## src/rtl/mips_bus_pkg.sv

```systemverilog
// Shared types for the MIPS I Avalon bus arbiter.
// States, requester identities and the full-word byte-enable.
package mips_bus_pkg;

  typedef enum logic [1:0] {
    IDLE      = 2'd0,
    BUS_FETCH = 2'd1,
    BUS_DATA  = 2'd2
  } bus_state_t;

  typedef enum logic {
    REQ_FETCH = 1'b0,
    REQ_DATA  = 1'b1
  } requester_t;

  localparam logic [3:0] BE_WORD = 4'b1111;

endpackage

```

## src/rtl/mips_bus_arbiter.sv

```systemverilog
// Round-robin arbiter sharing one Avalon-MM master port
// between the instruction-fetch and load/store requesters.
module mips_bus_arbiter
  import mips_bus_pkg::*;
#(
  parameter int unsigned TIMEOUT_CYCLES = 0
) (
  input  logic        clk,
  input  logic        reset,
  input  logic        f_req,
  input  logic [31:0] f_addr,
  output logic        f_ack,
  input  logic        d_req,
  input  logic        d_write,
  input  logic [31:0] d_addr,
  input  logic [31:0] d_wdata,
  input  logic [3:0]  d_byteenable,
  output logic        d_ack,
  output logic [31:0] rdata,
  output logic        bus_timeout,
  output logic [31:0] address,
  output logic        read,
  output logic        write,
  output logic [31:0] writedata,
  output logic [3:0]  byteenable,
  input  logic        waitrequest,
  input  logic [31:0] readdata
);

  localparam bit TO_EN = (TIMEOUT_CYCLES > 0);
  localparam logic [15:0] TO_LAST =
    TO_EN ? 16'(TIMEOUT_CYCLES - 1) : 16'd0;

  bus_state_t  state;
  requester_t  last_grant;
  logic [15:0] stall_cnt;

  logic f_pend;
  logic d_pend;
  logic grant_f;
  logic grant_d;
  logic done;
  logic abandon;

  // a requester being acked this cycle is not re-granted yet
  assign f_pend = f_req && !f_ack;
  assign d_pend = d_req && !d_ack;

  always_comb begin
    grant_f = 1'b0;
    grant_d = 1'b0;
    if (state == IDLE) begin
      unique case (1'b1)
        f_pend && d_pend: begin
          if (last_grant == REQ_DATA) grant_f = 1'b1;
          else                        grant_d = 1'b1;
        end
        f_pend && !d_pend: grant_f = 1'b1;
        !f_pend && d_pend: grant_d = 1'b1;
        default: ;
      endcase
    end
  end

  assign done    = (state != IDLE) && !waitrequest;
  assign abandon = TO_EN && (state != IDLE) &&
                   waitrequest && (stall_cnt == TO_LAST);

  always_ff @(posedge clk or negedge reset) begin
    if (!reset) begin
      state       <= IDLE;
      last_grant  <= REQ_DATA;
      stall_cnt   <= '0;
      f_ack       <= 1'b0;
      d_ack       <= 1'b0;
      rdata       <= '0;
      bus_timeout <= 1'b0;
      address     <= '0;
      read        <= 1'b0;
      write       <= 1'b0;
      writedata   <= '0;
      byteenable  <= '0;
    end else begin
      f_ack <= 1'b0;
      d_ack <= 1'b0;
      unique case (state)
        IDLE: begin
          if (grant_f) begin
            address    <= f_addr;
            read       <= 1'b1;
            write      <= 1'b0;
            writedata  <= '0;
            byteenable <= BE_WORD;
            last_grant <= REQ_FETCH;
            stall_cnt  <= '0;
            state      <= BUS_FETCH;
          end else if (grant_d) begin
            address    <= d_addr;
            read       <= !d_write;
            write      <= d_write;
            writedata  <= d_wdata;
            byteenable <= d_byteenable;
            last_grant <= REQ_DATA;
            stall_cnt  <= '0;
            state      <= BUS_DATA;
          end
        end
        BUS_FETCH, BUS_DATA: begin
          if (done || abandon) begin
            rdata <= (done && read) ? readdata : '0;
            read  <= 1'b0;
            write <= 1'b0;
            f_ack <= (state == BUS_FETCH);
            d_ack <= (state == BUS_DATA);
            state <= IDLE;
            if (abandon) bus_timeout <= 1'b1;
          end else begin
            stall_cnt <= stall_cnt + 16'd1;
          end
        end
        default: state <= IDLE;
      endcase
    end
  end

endmodule

```

## config.mk

```make
export PLATFORM = sky130hd
export DESIGN_NAME = mips_bus_arbiter
export DESIGN_NICKNAME = d
export VERILOG_FILES = /design/src/rtl/mips_bus_pkg.sv /design/src/rtl/mips_bus_arbiter.sv
export SDC_FILE = /design/constraint.sdc
export NUM_CORES = 1
export LEC_CHECK = 0
export CAP_MARGIN = 40
export CORE_UTILIZATION = 35
export DETAILED_ROUTE_END_ITERATION = 6
export PLACE_DENSITY = 0.81
export SLEW_MARGIN = 20
export SYNTH_ARGS = -nofsm -noshare
export SYNTH_HDL_FRONTEND = slang
export SYNTH_SLANG_ARGS = --single-unit
```

## constraint.sdc

```tcl
create_clock -name clk -period 1.7 [get_ports clk]
set_input_delay 0.425 -clock clk [delete_from_list [all_inputs] [get_ports clk]]
set_output_delay 0.425 -clock clk [all_outputs]
set_load 0.1 [all_outputs]
```

## Word level (Yosys, flattened, before mapping)

Cells that the tools add are included.

- Register bits after elaboration: 107
- Output and inout port bits: 105

- Equal/unequal tests: 4
- Reductions and logical operators: 22
- Mux-type cells: 30

Operators by type and width:

| cell | count |
|---|---|
| $mux W32 | 5 |
| $mux W1 | 15 |
| $mux W4 | 2 |
| $pmux W1 S2 | 4 |
| $logic_and A1 B1 Y1 | 7 |
| $logic_not A1 Y1 | 6 |
| $mux W2 | 3 |
| $reduce_and A2 Y1 | 3 |
| $reduce_bool A2 Y1 | 3 |
| $pmux W2 S2 | 1 |
| $ne A3 B3 Y1 const B | 1 |
| $reduce_and A3 Y1 | 1 |
| $eq A2 B1 Y1 const B | 1 |
| $eq A2 B2 Y1 const B | 1 |
| $logic_not A2 Y1 | 1 |
| $ne A2 B2 Y1 const B | 1 |
| $reduce_or A2 Y1 | 1 |

## Longest topological paths before layout

- Depth in word-level cells: 9
- Depth in mapped cells: 8

## Least setup slack after synthesis

Ideal clock, no wire load.

- Path kind: reg2reg
- Start: register f_ack
- End: register address[15]
- Slack: -0.373 ns
- Stages on the path, launching flop included: 7
- Data arrival time: 1.997 ns
- Period minus slack after synthesis: 2.073 ns
- Buffers on the path: 2
- Path through: dfrtp_1 > and2b_1 > a211oi_2 > buf_2 > buf_2 > a21oi_1 > o21ai_1

- Longest elaborated chain between the ends: 8
- Elaborated cells on any way between the ends: 13

Ends and longest elaborated chain:

| item | RTL line | RTL |
|---|---|---|
| start, declared | mips_bus_arbiter.sv:12 | `output logic f_ack,` |
| start signal, assigned | mips_bus_arbiter.sv:113 | `f_ack <= (state == BUS_FETCH);` |
| $logic_not A1 Y1 * | mips_bus_arbiter.sv:46 | `assign f_pend = f_req && !f_ack;` |
| $logic_and A1 B1 Y1 * | mips_bus_arbiter.sv:46 |  |
| $logic_not A1 Y1 | mips_bus_arbiter.sv:59 | `!f_pend && d_pend: grant_d = 1'b1;` |
| $logic_and A1 B1 Y1 | mips_bus_arbiter.sv:59 |  |
| $pmux W1 S2 | mips_bus_arbiter.sv:53 | `unique case (1'b1)` |
| $mux W1 | mips_bus_arbiter.sv:52 | `if (state == IDLE) begin` |
| $reduce_bool A2 Y1 (no source line) | -- |  |
| $reduce_and A2 Y1 (no source line) | -- |  |
| end signal, assigned | mips_bus_arbiter.sv:89 | `address <= f_addr;` |
| end signal, assigned | mips_bus_arbiter.sv:98 | `address <= d_addr;` |
| end, declared | mips_bus_arbiter.sv:21 | `output logic [31:0] address,` |

Every way passes the cells marked *; elsewhere a longest branch is shown, timed or not.
A chain may end at the register's enable or synchronous reset.

## Final worst setup path

- Start: input d_req
- End: register address[15]

- Longest elaborated chain between the ends: 7
- Elaborated cells on any way between the ends: 12

Ends and longest elaborated chain:

| item | RTL line | RTL |
|---|---|---|
| start, declared | mips_bus_arbiter.sv:13 | `input logic d_req,` |
| $logic_and A1 B1 Y1 * | mips_bus_arbiter.sv:47 | `assign d_pend = d_req && !d_ack;` |
| $logic_not A1 Y1 | mips_bus_arbiter.sv:58 | `f_pend && !d_pend: grant_f = 1'b1;` |
| $logic_and A1 B1 Y1 | mips_bus_arbiter.sv:58 |  |
| $pmux W1 S2 | mips_bus_arbiter.sv:53 |  |
| $mux W1 | mips_bus_arbiter.sv:52 |  |
| $reduce_bool A2 Y1 (no source line) | -- |  |
| $reduce_and A2 Y1 (no source line) | -- |  |

Marked as above.

==> impl_metrics.csv <==
group,metric,value,unit
global_route,busiest_layer,"met2",
global_route,grt_use_total,23.30,%
status,status,"finished, final reports clean",
finish,fin_cells,862,
sta,fin_crit_sh,99.80,%
clocking,cts-buffers-inserted,9,
clocking,root_buffer,"clkbuf_16",
detailed_routing,detail_route.wl_per_cell,17.02,um
sta,rsz0062_at_grt,"yes",
logic_synthesis,synth_nets,583,
global_route,grt.met1_usage,24.61,%
worst_setup_path,timing.rr.end,"writedata[9]",
clocking,clock_path_buffers,2,
finish,regArea,0.002686,mm2
clocking,cts_tree,"done",
finish,multi_input_area,0.001579,mm2
finish,areaGrowthSynthToFinish,98.20,%
detailed_routing,vias,4275,
logic_synthesis,synth_seq_cells,107,
detailed_routing,first_pass_iters,4,
worst_setup_path,r2r_start,"f_ack",
worst_setup_path,cp.required,1.93,ns
clocking,cts.sinks,107,
worst_setup_path,crit_type,"input pin to flop",
sta,fmaxAchievable,589.4,MHz
global_route,first_global_vias,4517,
placement,dp_cells,842,
floorplan,die_h,113.8,um
logic_synthesis,ys_seq_area_share,61.21,%
floorplan,core,0.01211,mm2
worst_setup_path,crit_path_start_kind,"input pin",
sta,final_max_slew_viol_count,0,
detailed_routing,ant_nets,0,
worst_setup_path,cp-end-kind,"flop",
run,drv_cap,0,
floorplan,die_w,113.8,um
global_route,met2_usage,43.50,%
min_path,worstHoldPathType,"input pin to async pin",
finish,num-nets-final,830,
logic_synthesis,async_reset_ff_share,100.0,%
global_route,antenna_found_initial,0,
finish,fillers,839,
clocking,clock_latency,0.35,ns
global_route,grt_pass1_wl,23200,um
sta,finalSetupTns,0,ns
logic_synthesis,avgSynthCellArea,9.902,um2
floorplan,io_pins,243,
detailed_routing,vias_per_cell,4.959,
floorplan,std_cell_rows,40,
logic_synthesis,synthCells,442,
finish,n_antenna_cell,0,
global_route,groute.layer.met3.usage,6.589,%
worst_setup_path,r2r_slack,0.06,ns
detailed_routing,drt_iter0_drc,201,
worst_setup_path,crit_path_max_fanout,23,
global_route,grt_max_degree,46,
placement,gp_congestion,0.8474,
floorplan,initial_core_util,36.14,%
worst_setup_path,arrival,1.93,ns
sta,clock_skew,0.005468,ns
logic_synthesis,synthesis.area,0.004377,mm2
floorplan,die-area,0.01296,mm2
sta,finalHoldViolations,0,
worst_setup_path,reg2reg_depth,5,
clocking,clk_pin_slew,0.07,ns
global_route,grt-ovfl-total,0,
placement,hpwl,11020,um
detailed_routing,wl,14670,um
finish,drive_gt1_share,23.49,%
sta,min_period,1.697,ns
logic_synthesis,synth-edff-count,0,
placement,io_buffers,241,
logic_synthesis,yosys_most_used_dff,"dfrtp_1",
logic_synthesis,synth_cell_type_count,32,
detailed_routing,drc,0,
sta,setup_viol,0,
logic_synthesis,yosysWarnings,0,
clocking,htreeDepth,3,
## critical path, cell delays in order
cell and delay [ns]:
clkdlybuf4s50_1 0.52, or3b_4 0.41, and3_4 0.20, buf_12 0.15, nor2_1 0.12, o21ai_1 0.09
## per-stage QoR
| stage | instance area (um2) | setup slack [ns] | hold slack, ns | util (%) |
|---|---|---|---|---|
| final | 8675 | 0.003406 | 0.4832 | 71.62 |
| after detailed placement | 8222 | -0.3841 | 0.3157 | 67.88 |
| after global placement | 8222 | -0.3035 | 0.3114 | 67.88 |
| after global routing | 8675 | -0.01770 | 0.4910 | 71.62 |
| after CTS | 8662 | 0.001738 | 0.4814 | 71.52 |
| after floorplan | 4395 | -0.08763 | 0.1294 | - |
## flip-flops by register name, indices dropped and copies added (netlist names)
signal,cells
write,1
d_ack,1
read,1
state,2
last_grant,1
f_ack,1
byteenable,4
writedata,32
address,32
rdata,32
## cell usage after synthesis (2+ instances only)
cell type  count  area [um2]
a21oi_1       45       225.2
o21ai_1       21       105.1
o22a_1         4       35.03
nor2_1        33       123.9
buf_2         16       80.08
clkbuf_1      14       52.55
and2_1         2       12.51
dfrtp_1      106        2653
nand3_1        2       10.01
nand2b_1       2       12.51
o21ai_0       37       185.2
a22o_1        32       280.3
ha_1           3       37.54
nand2_1      103       386.6
inv_1          5       18.77
## layer usage
layer	share of wire, %	vias to the layer above
met1	36	2040
li1	-	1992
met2	53	213
met3	8.5	30
met5	0	-
met4	2.4	0
## area by class of cell
class	count	area share [%]
well taps	168	2.423
clock buffers	9	2.596
clock inverters	7	1.615
flip-flops and latches	107	30.97
multi-input cells	298	18.20
repair buffers	268	43.95
inverters	5	0.2452
## layout by cell type, fill, tap and decap left out, types with 2 or more instances in the layout
cell type / count
clkdlybuf4s50_1: 135
buf_12: 114
dfrtp_1: 104
nand2_1: 102
a21oi_1: 44
o21ai_0: 35
nor2_1: 33
a22o_1: 32
o21ai_1: 22
buf_4: 15
clkbuf_16: 9
o22a_1: 4
bufinv_16: 4
inv_2: 2
nand2b_1: 2
nand3_1: 2
inv_1: 2
ha_1: 2
clkinvlp_4: 2
dfrtp_4: 2
## cell families (layout without fill, tap and decap cells)
kind of cell / Yosys count / count (layout) / share of synthesized area [%]
compound gates: 146 / 146 / 20.35
fa+ha+maj: 3 / 3 / 0.8577
buf+inv: 37 / 289 / 3.888
flops: 107 / 107 / 61.21
mux: 1 / 1 / 0.2287
other cells: 1 / 1 / 0.08568
simple gates: 147 / 147 / 13.38
## worst max-delay path by stage
stage / from / endpoint / slack (ns) / cells past startpoint
final: d_req / address[15] / 0.003 / 6
after global routing: d_req / address[14] / -0.02 / 6
after CTS: f_req / writedata[30] / 0.002 / 6
after detailed placement: d_req / address[0] / -0.38 / 5
after global placement: d_req / state[0] / -0.30 / 5
after floorplan: d_ack / read / -0.09 / 5
## what timing repair did
item,CTS,global route
buffers inserted,2,1
endpoints found under the setup margin,14,48
gates cloned,1,0
endpoints found under the hold margin,13,0
hold buffers,1,0
gates resized for setup,5,9
pin swaps,1,2
Power is not shown: default switching activity piles up to over one toggle a cycle in this logic, so the estimate is an artifact.
